**config.mk**
```make
export PLATFORM = sky130hd
export DESIGN_NAME = sha256_job_sequencer
export DESIGN_NICKNAME = d
export VERILOG_FILES = /design/src/rtl/sha256_job_sequencer.sv
export SDC_FILE = /design/constraint.sdc
export NUM_CORES = 1
export LEC_CHECK = 0
export BUFFER_PORTS_ARGS = -buffer_cell sky130_fd_sc_hd__buf_2
export CORE_AREA = 2 2 163 285
export DETAILED_ROUTE_END_ITERATION = 10
export DIE_AREA = 0 0 165 287
export PLACE_DENSITY_LB_ADDON = 0.25
export SLEW_MARGIN = 40
export SYNTH_ARGS = -nofsm -noshare
export SYNTH_HDL_FRONTEND = slang
export SYNTH_SLANG_ARGS = --single-unit
```
**constraint.sdc**
```tcl
create_clock -name clk -period 5.95 [get_ports clk]
set_input_delay 0.8925 -clock clk [delete_from_list [all_inputs] [get_ports clk]]
set_output_delay 0.8925 -clock clk [all_outputs]
set_load 0.1 [all_outputs]
```
**src/rtl/sha256_job_sequencer.sv**
```systemverilog
// Sequences a SHA256 core through one multi-block job: buffer a block, pulse soc, load 16 words,
// wait for eoc, repeat per block, then read back and stream the 8 digest words.
module sha256_job_sequencer #(
  parameter int BLK_W   = 8,
  parameter int TIMEOUT = 255
) (
  input  logic             clk,
  input  logic             rst,
  input  logic             start,
  input  logic [BLK_W-1:0] num_blocks,
  input  logic             msg_valid,
  input  logic [31:0]      msg_data,
  output logic             msg_ready,
  output logic             sha_rst,
  output logic             sha_soc,
  output logic             sha_rd,
  input  logic             sha_eoc,
  output logic [31:0]      sha_dout,
  output logic             sha_oe,
  input  logic [31:0]      sha_din,
  output logic             hash_valid,
  output logic [2:0]       hash_idx,
  output logic [31:0]      hash_word,
  output logic             busy,
  output logic             done,
  output logic             error
);
  localparam int CNT_W = (TIMEOUT < 2) ? 1 : $clog2(TIMEOUT);

  typedef enum logic [2:0] {IDLE, CRST, FILL, SOC, LOAD, COMPUTE, READ, LAST} state_t;

  state_t           state;
  logic [31:0]      blk_buf [16];
  logic [3:0]       wr_ptr;
  logic [3:0]       rd_ptr;
  logic [2:0]       beat;
  logic [BLK_W-1:0] blocks_left;
  logic [CNT_W-1:0] cnt;
  logic             xfer;

  assign xfer = msg_valid && msg_ready;

  // Block buffer needs no reset: it is only read after a complete FILL.
  always_ff @(posedge clk)
    if (xfer) blk_buf[wr_ptr] <= msg_data;

  always_ff @(posedge clk or posedge rst) begin
    if (rst) begin
      state       <= IDLE;
      msg_ready   <= 1'b0;
      sha_rst     <= 1'b0;
      sha_soc     <= 1'b0;
      sha_rd      <= 1'b0;
      sha_dout    <= '0;
      sha_oe      <= 1'b0;
      hash_valid  <= 1'b0;
      hash_idx    <= '0;
      hash_word   <= '0;
      busy        <= 1'b0;
      done        <= 1'b0;
      error       <= 1'b0;
      wr_ptr      <= '0;
      rd_ptr      <= '0;
      beat        <= '0;
      blocks_left <= '0;
      cnt         <= '0;
    end else begin
      sha_rst    <= 1'b0;
      sha_soc    <= 1'b0;
      hash_valid <= 1'b0;
      done       <= 1'b0;
      case (state)
        IDLE: if (start) begin
          error <= 1'b0;
          if (num_blocks == '0) begin
            done <= 1'b1;
          end else begin
            blocks_left <= num_blocks;
            busy        <= 1'b1;
            sha_rst     <= 1'b1;
            state       <= CRST;
          end
        end
        CRST: begin
          msg_ready <= 1'b1;
          wr_ptr    <= '0;
          state     <= FILL;
        end
        FILL: if (xfer) begin
          wr_ptr <= wr_ptr + 4'd1;
          if (wr_ptr == 4'd15) begin
            msg_ready <= 1'b0;
            sha_soc   <= 1'b1;
            state     <= SOC;
          end
        end
        SOC: begin
          sha_oe   <= 1'b1;
          sha_dout <= blk_buf[0];
          rd_ptr   <= 4'd1;
          state    <= LOAD;
        end
        // rd_ptr wraps to 0 while the 16th word is on the bus.
        LOAD: if (rd_ptr == 4'd0) begin
          sha_oe   <= 1'b0;
          sha_dout <= '0;
          cnt      <= '0;
          state    <= COMPUTE;
        end else begin
          sha_dout <= blk_buf[rd_ptr];
          rd_ptr   <= rd_ptr + 4'd1;
        end
        COMPUTE: if (sha_eoc) begin
          blocks_left <= blocks_left - BLK_W'(1);
          if (blocks_left == BLK_W'(1)) begin
            sha_rd <= 1'b1;
            beat   <= '0;
            state  <= READ;
          end else begin
            msg_ready <= 1'b1;
            wr_ptr    <= '0;
            state     <= FILL;
          end
        end else if (cnt == CNT_W'(TIMEOUT - 1)) begin
          error <= 1'b1;
          done  <= 1'b1;
          busy  <= 1'b0;
          state <= IDLE;
        end else begin
          cnt <= cnt + CNT_W'(1);
        end
        READ: begin
          hash_valid <= 1'b1;
          hash_idx   <= beat;
          hash_word  <= sha_din;
          beat       <= beat + 3'd1;
          if (beat == 3'd7) begin
            sha_rd <= 1'b0;
            done   <= 1'b1;
            state  <= LAST;
          end
        end
        LAST: begin
          busy  <= 1'b0;
          state <= IDLE;
        end
        default: state <= IDLE;
      endcase
    end
  end
endmodule

```
==> flow_metrics.tcl, run 1 <==
set metrics [dict create \
    status "finished, final reports clean" \
    crit_arrival_ps 3670 \
    worstSetupPathDepth 6 \
    vdd_ir_drop_max_v 0.000553 \
    clk_latency_ps 590 \
    yosysWarningCount 0 \
    start_kind "flip-flop" \
    min_path_type "in -> async" \
    tightest_slew_ps 897 \
    vias_per_cell 6.15 \
    skew_ps 17.7 \
    track_usage 0.239 \
    r2r_cells 6 \
    core-area_um2 45000 \
    place.gp.congestion 0.778 \
    ios 153 \
    avgRoutedWirePerCell_um 25.8 \
    rsz0062_at_grt "false" \
    placed_area_um2 26000 \
    grt_max_degree 72 \
    period_share 0.532 \
    crit_chain "clkinv_1 > ha_1 > or3b_1 > nand2_2 > a21o_1 > o22ai_1" \
    die-width_um 165 \
    syn_inst 1390 \
    layout.nets 1638 \
    cts_setup_buffers 0 \
    cpPeakStageDelay_ps 880 \
    setup_slack_ps 2780 \
    fillers 3199 \
    finalHoldViolCount 0 \
    instances_no_fill 2169 \
    htreeDepth 2 \
    dp_slack_ps 2800 \
    slew-limit-headroom 0.400 \
    synth_edf_count 512 \
    crit_slowest_cell "dfrtp_4" \
    clk_pin_slew_worst_paths_ps 70 \
    io_buffer_count 152 \
    grt_pass1_vias 13600 \
    period_needed_ps 3170 \
    synth_top_area_cell "edfxtp_1" \
    required_ps 6450 \
    drtIter0Drc 1224 \
    slew_violations 0 \
    criticalPathCategory "reg -> reg" \
    cts.sinks 618 \
    vias 13300 \
    synth-main-ff-cell "edfxtp_1" \
    dp.cells 2072 \
    grt_pass1_wl_mm 82.4 \
    hpwlAfterDp_mm 30.9 \
    regArea_um2 18000 \
    ys_top_cells_by_area "edfxtp_1 62%, dfrtp_1 11%, mux4_2 10%, nand2_1 2.2%, mux2i_1 2.1%" \
    synth_area_per_cell_um2 17.7 \
    synth_cell_types 66 \
    start_util 0.547 \
    synth_common_cells "512 x edfxtp_1, 142 x nand2_1, 114 x mux4_2, 106 x dfrtp_1, 60 x o22ai_1" \
    drive_gt1_frac 0.269 \
    drv_cap 0 \
    routed_wirelength_mm 56.0 \
    cts_hold_buf 0 \
    crit_path_end_kind "flip-flop" \
    firstDrtPassIters 5 \
    design_area_um2 27700 \
    synth_most_common_cell "edfxtp_1" \
    ctsLongestPathBuffers 3 \
    antenna_found_initial 2 \
    rows 103 \
    diodes 0 \
    critPathBufInv 1 \
    async_reset_ff_frac 0.172 \
    setup_tns_ps 0 \
    critical_path.top_delay_family "flip-flops" \
    ys_seq_elements 618 \
    power.density_nw_per_um2 509 \
    die_area_um2 47400 \
    clock-root-buffer "clkbuf_16" \
    synth-seq-area-share 0.733 \
    cts_buffers 52 \
    syn_nets 1479 \
    cts_tree "done" \
    grt-ovfl-total 0 \
    finalSetupViolations 0 \
    ant_nets 0 \
    yosysTopAreaCellShare 0.625 \
    post-route-drc-count 0 \
    max_freq_mhz 316 \
    p_leak_nw 9.70 \
    cp_max_fo 37 \
    area_growth_pct 12.7 \
    multi_input_area_um2 6160 \
    synth_area_um2 24600 \
    post_cts_resized 0 \
    die_h_um 287 \
]
kinds of logic after synthesis:
kind of cell             after synthesis  share of synthesized area
multiplexers                         195                      0.139
XOR/XNOR                               3                    0.00107
AO/OA/AOI/OAI                        186                     0.0493
buffers and inverters                 93                     0.0191
adder cells (fa/ha/maj)               12                    0.00610
flip-flops                           618                      0.733
AND/OR/NAND/NOR                      283                     0.0526
registers in the layout (all words and copies together) (netlist names):
register / count
blk_buf: 512
error: 1
sha_rd: 1
hash_idx: 3
cnt: 8
done: 1
sha_dout: 32
rd_ptr: 4
hash_valid: 1
sha_soc: 1
state: 3
msg_ready: 1
blocks_left: 8
hash_word: 32
sha_oe: 1
sha_rst: 1
busy: 1
beat: 3
wr_ptr: 4
worst paths after layout:
kind	start	end	slack (ps)
setup / recovery	rd_ptr[0]	sha_dout[31]	2780
hold reg to reg	hash_word[9]	hash_word[9]	470
max in group asynchronous	rst	sha_dout[31]	4410
setup reg to reg	rd_ptr[0]	sha_dout[31]	2780
min in group clk	hash_word[9]	hash_word[9]	470
hold / removal	rst	hash_valid	410
power breakdown:
group          switching, mW  internal (mW)  leakage, nW  total [mW]
combinational           3.38           1.58         2.92        4.96
clock                   1.52           1.94        0.835        3.46
sequential             0.475           5.23         5.95        5.70
cell type report:
class / count / share of cell area
well taps: 577 / 0.0260
inverters: 17 / 0.00266
multi-input cells: 679 / 0.222
repair buffers: 181 / 0.0361
flip-flops and latches: 618 / 0.651
clock inverters: 18 / 0.00911
clock buffers: 79 / 0.0531
placed cells by master (no fill, tap or decap), types with 7 or more instances in the layout:
cell type | Yosys | layout
and3_2 | 0 | 9
mux2i_1 | 51 | 51
o21ai_1 | 10 | 10
a21oi_1 | 30 | 30
a31oi_1 | 9 | 9
inv_1 | 14 | 13
buf_4 | 15 | 26
nor3_1 | 14 | 10
mux2_2 | 28 | 28
a21o_1 | 23 | 23
nand2_1 | 142 | 141
buf_2 | 22 | 152
o22ai_1 | 60 | 60
ha_1 | 12 | 12
nor2b_1 | 9 | 8
nand3_1 | 15 | 15
edfxtp_1 | 512 | 512
dfrtp_1 | 106 | 102
a22oi_1 | 14 | 14
clkbuf_16 | 0 | 52
mux4_2 | 114 | 114
nor2_1 | 54 | 52
clkbuf_8 | 0 | 7
clkbuf_1 | 30 | 20
o21ai_0 | 11 | 11
routing by layer:
layer,part of all wire,up-vias,global-route usage
met5,0.00041,-,0
met2,0.54,570,0.428
met1,0.36,6837,0.290
met3,0.066,135,0.0333
met4,0.035,4,0.0926
li1,-,5798,-
worst register-to-register path, delay by kind of cell, from the launching register on:
| family | cells | cell delay, ps |
|---|---|---|
| fa+ha+maj | 1 | 380 |
| compound gates | 2 | 520 |
| simple gates | 2 | 740 |
| buf+inv | 1 | 560 |
| flops | 1 | 880 |
stage by stage:
step	utilization	hold WS (ps)	power [mW]
2_1_floorplan	-	441	9.66
3_3_place_gp	0.577	452	10.7
3_5_place_dp	0.578	457	10.8
4_1_cts	0.617	427	14.2
5_1_grt	0.617	459	14.7
6_report	0.617	413	14.1
Power figures use the tool's default switching activity.
==> run 2, diff against run 1 <==
--- a/config.mk
+++ b/config.mk
@@ -5,10 +5,11 @@
 export SDC_FILE = /design/constraint.sdc
 export NUM_CORES = 1
 export LEC_CHECK = 0
+export ABC_AREA = 1
 export BUFFER_PORTS_ARGS = -buffer_cell sky130_fd_sc_hd__buf_2
-export CORE_AREA = 2 2 163 285
+export CORE_AREA = 2 2 166 290
 export DETAILED_ROUTE_END_ITERATION = 10
-export DIE_AREA = 0 0 165 287
+export DIE_AREA = 0 0 168 292
 export PLACE_DENSITY_LB_ADDON = 0.25
 export SLEW_MARGIN = 40
 export SYNTH_ARGS = -nofsm -noshare
==> constraint.sdc (replaced) <==
create_clock -name clk -period 2.8 [get_ports clk]
set_input_delay 0.42 -clock clk [delete_from_list [all_inputs] [get_ports clk]]
set_output_delay 0.42 -clock clk [all_outputs]
set_load 0.1 [all_outputs]
==> flow_metrics.tcl, run 2 <==
set metrics [dict create \
    status "finished, final reports clean" \
    multi_input_area_um2 6630 \
    power.density_nw_per_um2 608 \
    area_growth_pct 12.9 \
    skew_ps 20.6 \
    cts_setup_buffers 0 \
    syn_inst 2290 \
    min_path_type "in -> reg" \
    tightest_slew_ps 783 \
    ys_top_cells_by_area "edfxtp_1 61%, nand2_1 13%, dfrtp_1 10%, nand3_1 6.8%, a21oi_1 1.6%" \
    regMostFlops "blk_buf" \
    setup_tns_ps 0 \
    cts.sinks 618 \
    routed_wirelength_mm 63.1 \
    criticalPathCategory "reg -> reg" \
    p_total_mw 17.4 \
    min_path_cells 3 \
    worstSetupPathDepth 8 \
    crit_arrival_ps 2750 \
    p_int_mw 14.1 \
    die_area_um2 49100 \
    rows 105 \
    cpPeakStageDelay_ps 570 \
    ant_nets 0 \
    drv_cap 0 \
    io_buffer_count 152 \
    vdd_ir_drop_max_v 0.000502 \
    clock-root-buffer "clkbuf_16" \
    period_needed_ps 2280 \
    power_switching_mw 3.38 \
    final_common_cell "nand2_1" \
    critical_path.top_delay_family "buffers and inverters" \
    synth_area_um2 25400 \
    async_reset_ff_frac 0.172 \
    slew_violations 0 \
    final_cell_mix "886 x nand2_1, 512 x edfxtp_1, 342 x nand3_1, 152 x buf_2, 104 x dfrtp_1" \
    drive_gt1_frac 0.135 \
    synth-seq-area-share 0.710 \
    yosysTopAreaCellShare 0.606 \
    fillers 3681 \
    max_freq_mhz 439 \
    p_seq_frac 0.571 \
    synth_edf_count 512 \
    track_usage 0.259 \
    whs_ps 45.2 \
    grt_max_degree 174 \
    swShare 0.194 \
    r2r_slack_ps 520 \
    grt-ovfl-total 0 \
    hpwlAfterDp_mm 37.3 \
    required_ps 3270 \
    diodes 0 \
    start_kind "flip-flop" \
    core-area_um2 46600 \
    synth_most_common_cell "nand2_1" \
    syn_nets 2379 \
    cts_buffers 53 \
    crit_chain "inv_6 > ha_1 > nand2_1 > o21ai_2 > clkinv_2 > buf_4 > nand2_1 > a21oi_1" \
    p_comb_frac 0.013 \
    drtIter0Drc 1544 \
    synth-main-ff-cell "edfxtp_1" \
    antenna_found_initial 1 \
    synth_common_cells "886 x nand2_1, 512 x edfxtp_1, 343 x nand3_1, 106 x dfrtp_1, 83 x a21oi_1" \
    grt_pass1_vias 17600 \
    firstDrtPassIters 6 \
    synth_area_per_cell_um2 11.1 \
    crit_slowest_cell "clkinv_2" \
    r2r_cells 8 \
    avgRoutedWirePerCell_um 20.7 \
    vias 17400 \
    place.gp.congestion 0.845 \
    ctsLongestPathBuffers 3 \
    die-width_um 168 \
    synth_cell_types 39 \
    crit_path_end_kind "flip-flop" \
    yosysWarningCount 0 \
    finalHoldViolCount 0 \
    synth_top_area_cell "edfxtp_1" \
    top_regs "blk_buf: 512 flops, hash_word: 32 flops, sha_dout: 32 flops" \
    layout.nets 2512 \
    post-route-drc-count 0 \
    cts_tree "done" \
    grt_pass1_wl_mm 97.0 \
    p_leak_nw 11.2 \
    clk_latency_ps 590 \
    regArea_um2 18000 \
    cp_max_fo 27 \
    clock_power_share 0.416 \
    cpMostUsedCell "nand2_1" \
    period_share 0.813 \
    critPathBufInv 3 \
    start_util 0.544 \
    ios 153 \
    slew-limit-headroom 0.478 \
    largest_register_ffs 512 \
    clk_pin_slew_worst_paths_ps 70 \
    ys_seq_elements 618 \
    rsz0062_at_grt "false" \
    vias_per_cell 5.70 \
    htreeDepth 2 \
    die_h_um 292 \
    finalSetupViolations 0 \
]
==> run 2: cell types whose count changed after synthesis, sizes merged, moves of 15 or more <==
cell / delta
nand2: +749
clkbuf: -15
buf: +64
nand3: +332
mux2: -30
o21ai: +41
o22ai: -58
inv: +36
nor2: +22
mux4: -114
a21o: -23
a21oi: +54
mux2i: -51
==> run 2: cell type report <==
type | instances | area share
Clock buffer | 80 | 0.0533
Clock inverter | 19 | 0.00651
Inverter | 52 | 0.00716
Multi-Input combinational cell | 1495 | 0.232
Sequential cell | 618 | 0.630
Tap cell | 588 | 0.0257
Timing Repair Buffer | 203 | 0.0463
==> run 2: logic make-up (layout without fill, tap and decap cells) <==
family | count (synthesis) | in the layout | synth area share
buf+inv | 177 | 354 | 0.0335
fa+ha+maj | 12 | 12 | 0.00592
simple gates | 1323 | 1323 | 0.217
xor+xnor | 6 | 6 | 0.00207
compound gates | 154 | 154 | 0.0314
flops | 618 | 618 | 0.710
==> run 2: layer usage <==
metal	part of all wire	routed length, um	up-vias	track usage
met4	0.043	2710	2	0.119
met3	0.066	4140	164	0.0348
met5	0.00021	13	-	0
met1	0.36	23000	8459	0.303
li1	-	-	8090	-
met2	0.53	33200	706	0.469
==> run 2: what timing repair did <==
| item | 4_1_cts | 5_1_grt |
|---|---|---|
| endpoints found under the setup margin | 0 | 0 |
| hold endpoints to repair | 26 | 0 |
| hold buffers | 1 | 0 |
| gates resized for setup | 0 | 0 |
==> run 2: worst paths after layout <==
check,from,end
setup / recovery,rd_ptr[0],sha_dout[10]
hold / removal,sha_din[24],hash_word[24]
setup reg to reg,rd_ptr[0],sha_dout[10]
hold reg to reg,hash_word[3],hash_word[3]
max in group asynchronous,rst,sha_dout[13]
min in group asynchronous,rst,sha_dout[23]
==> run 2: power by group through the flow <==
stage | registers [mW] | logic, mW | clock network [mW]
floorplan | 10.2 | 0.0313 | 0
global placement | 10.2 | 0.215 | 0
detailed placement | 10.2 | 0.223 | 0
CTS | 9.96 | 0.225 | 7.36
global route | 9.95 | 0.244 | 7.69
finish | 9.96 | 0.222 | 7.25
==> run 2: worst register-to-register path, cell delays in order (launching register included) <==
cell and delay (ps):
dfrtp_4 520, inv_6 90, ha_1 150, nand2_1 80, o21ai_2 220, clkinv_2 570, buf_4 390, nand2_1 70
a21oi_1 60
==> run 2: through the flow <==
stage / utilization / instance area [um2] / setup slack, ps / cells
finish: 0.614 / 28600 / 525 / 3055
global route: 0.614 / 28600 / 399 / 3055
CTS: 0.614 / 28600 / 557 / 3055
detailed placement: 0.577 / 26900 / 558 / 2955
global placement: 0.577 / 26900 / 612 / 2955
floorplan: - / 25400 / -300 / 2290
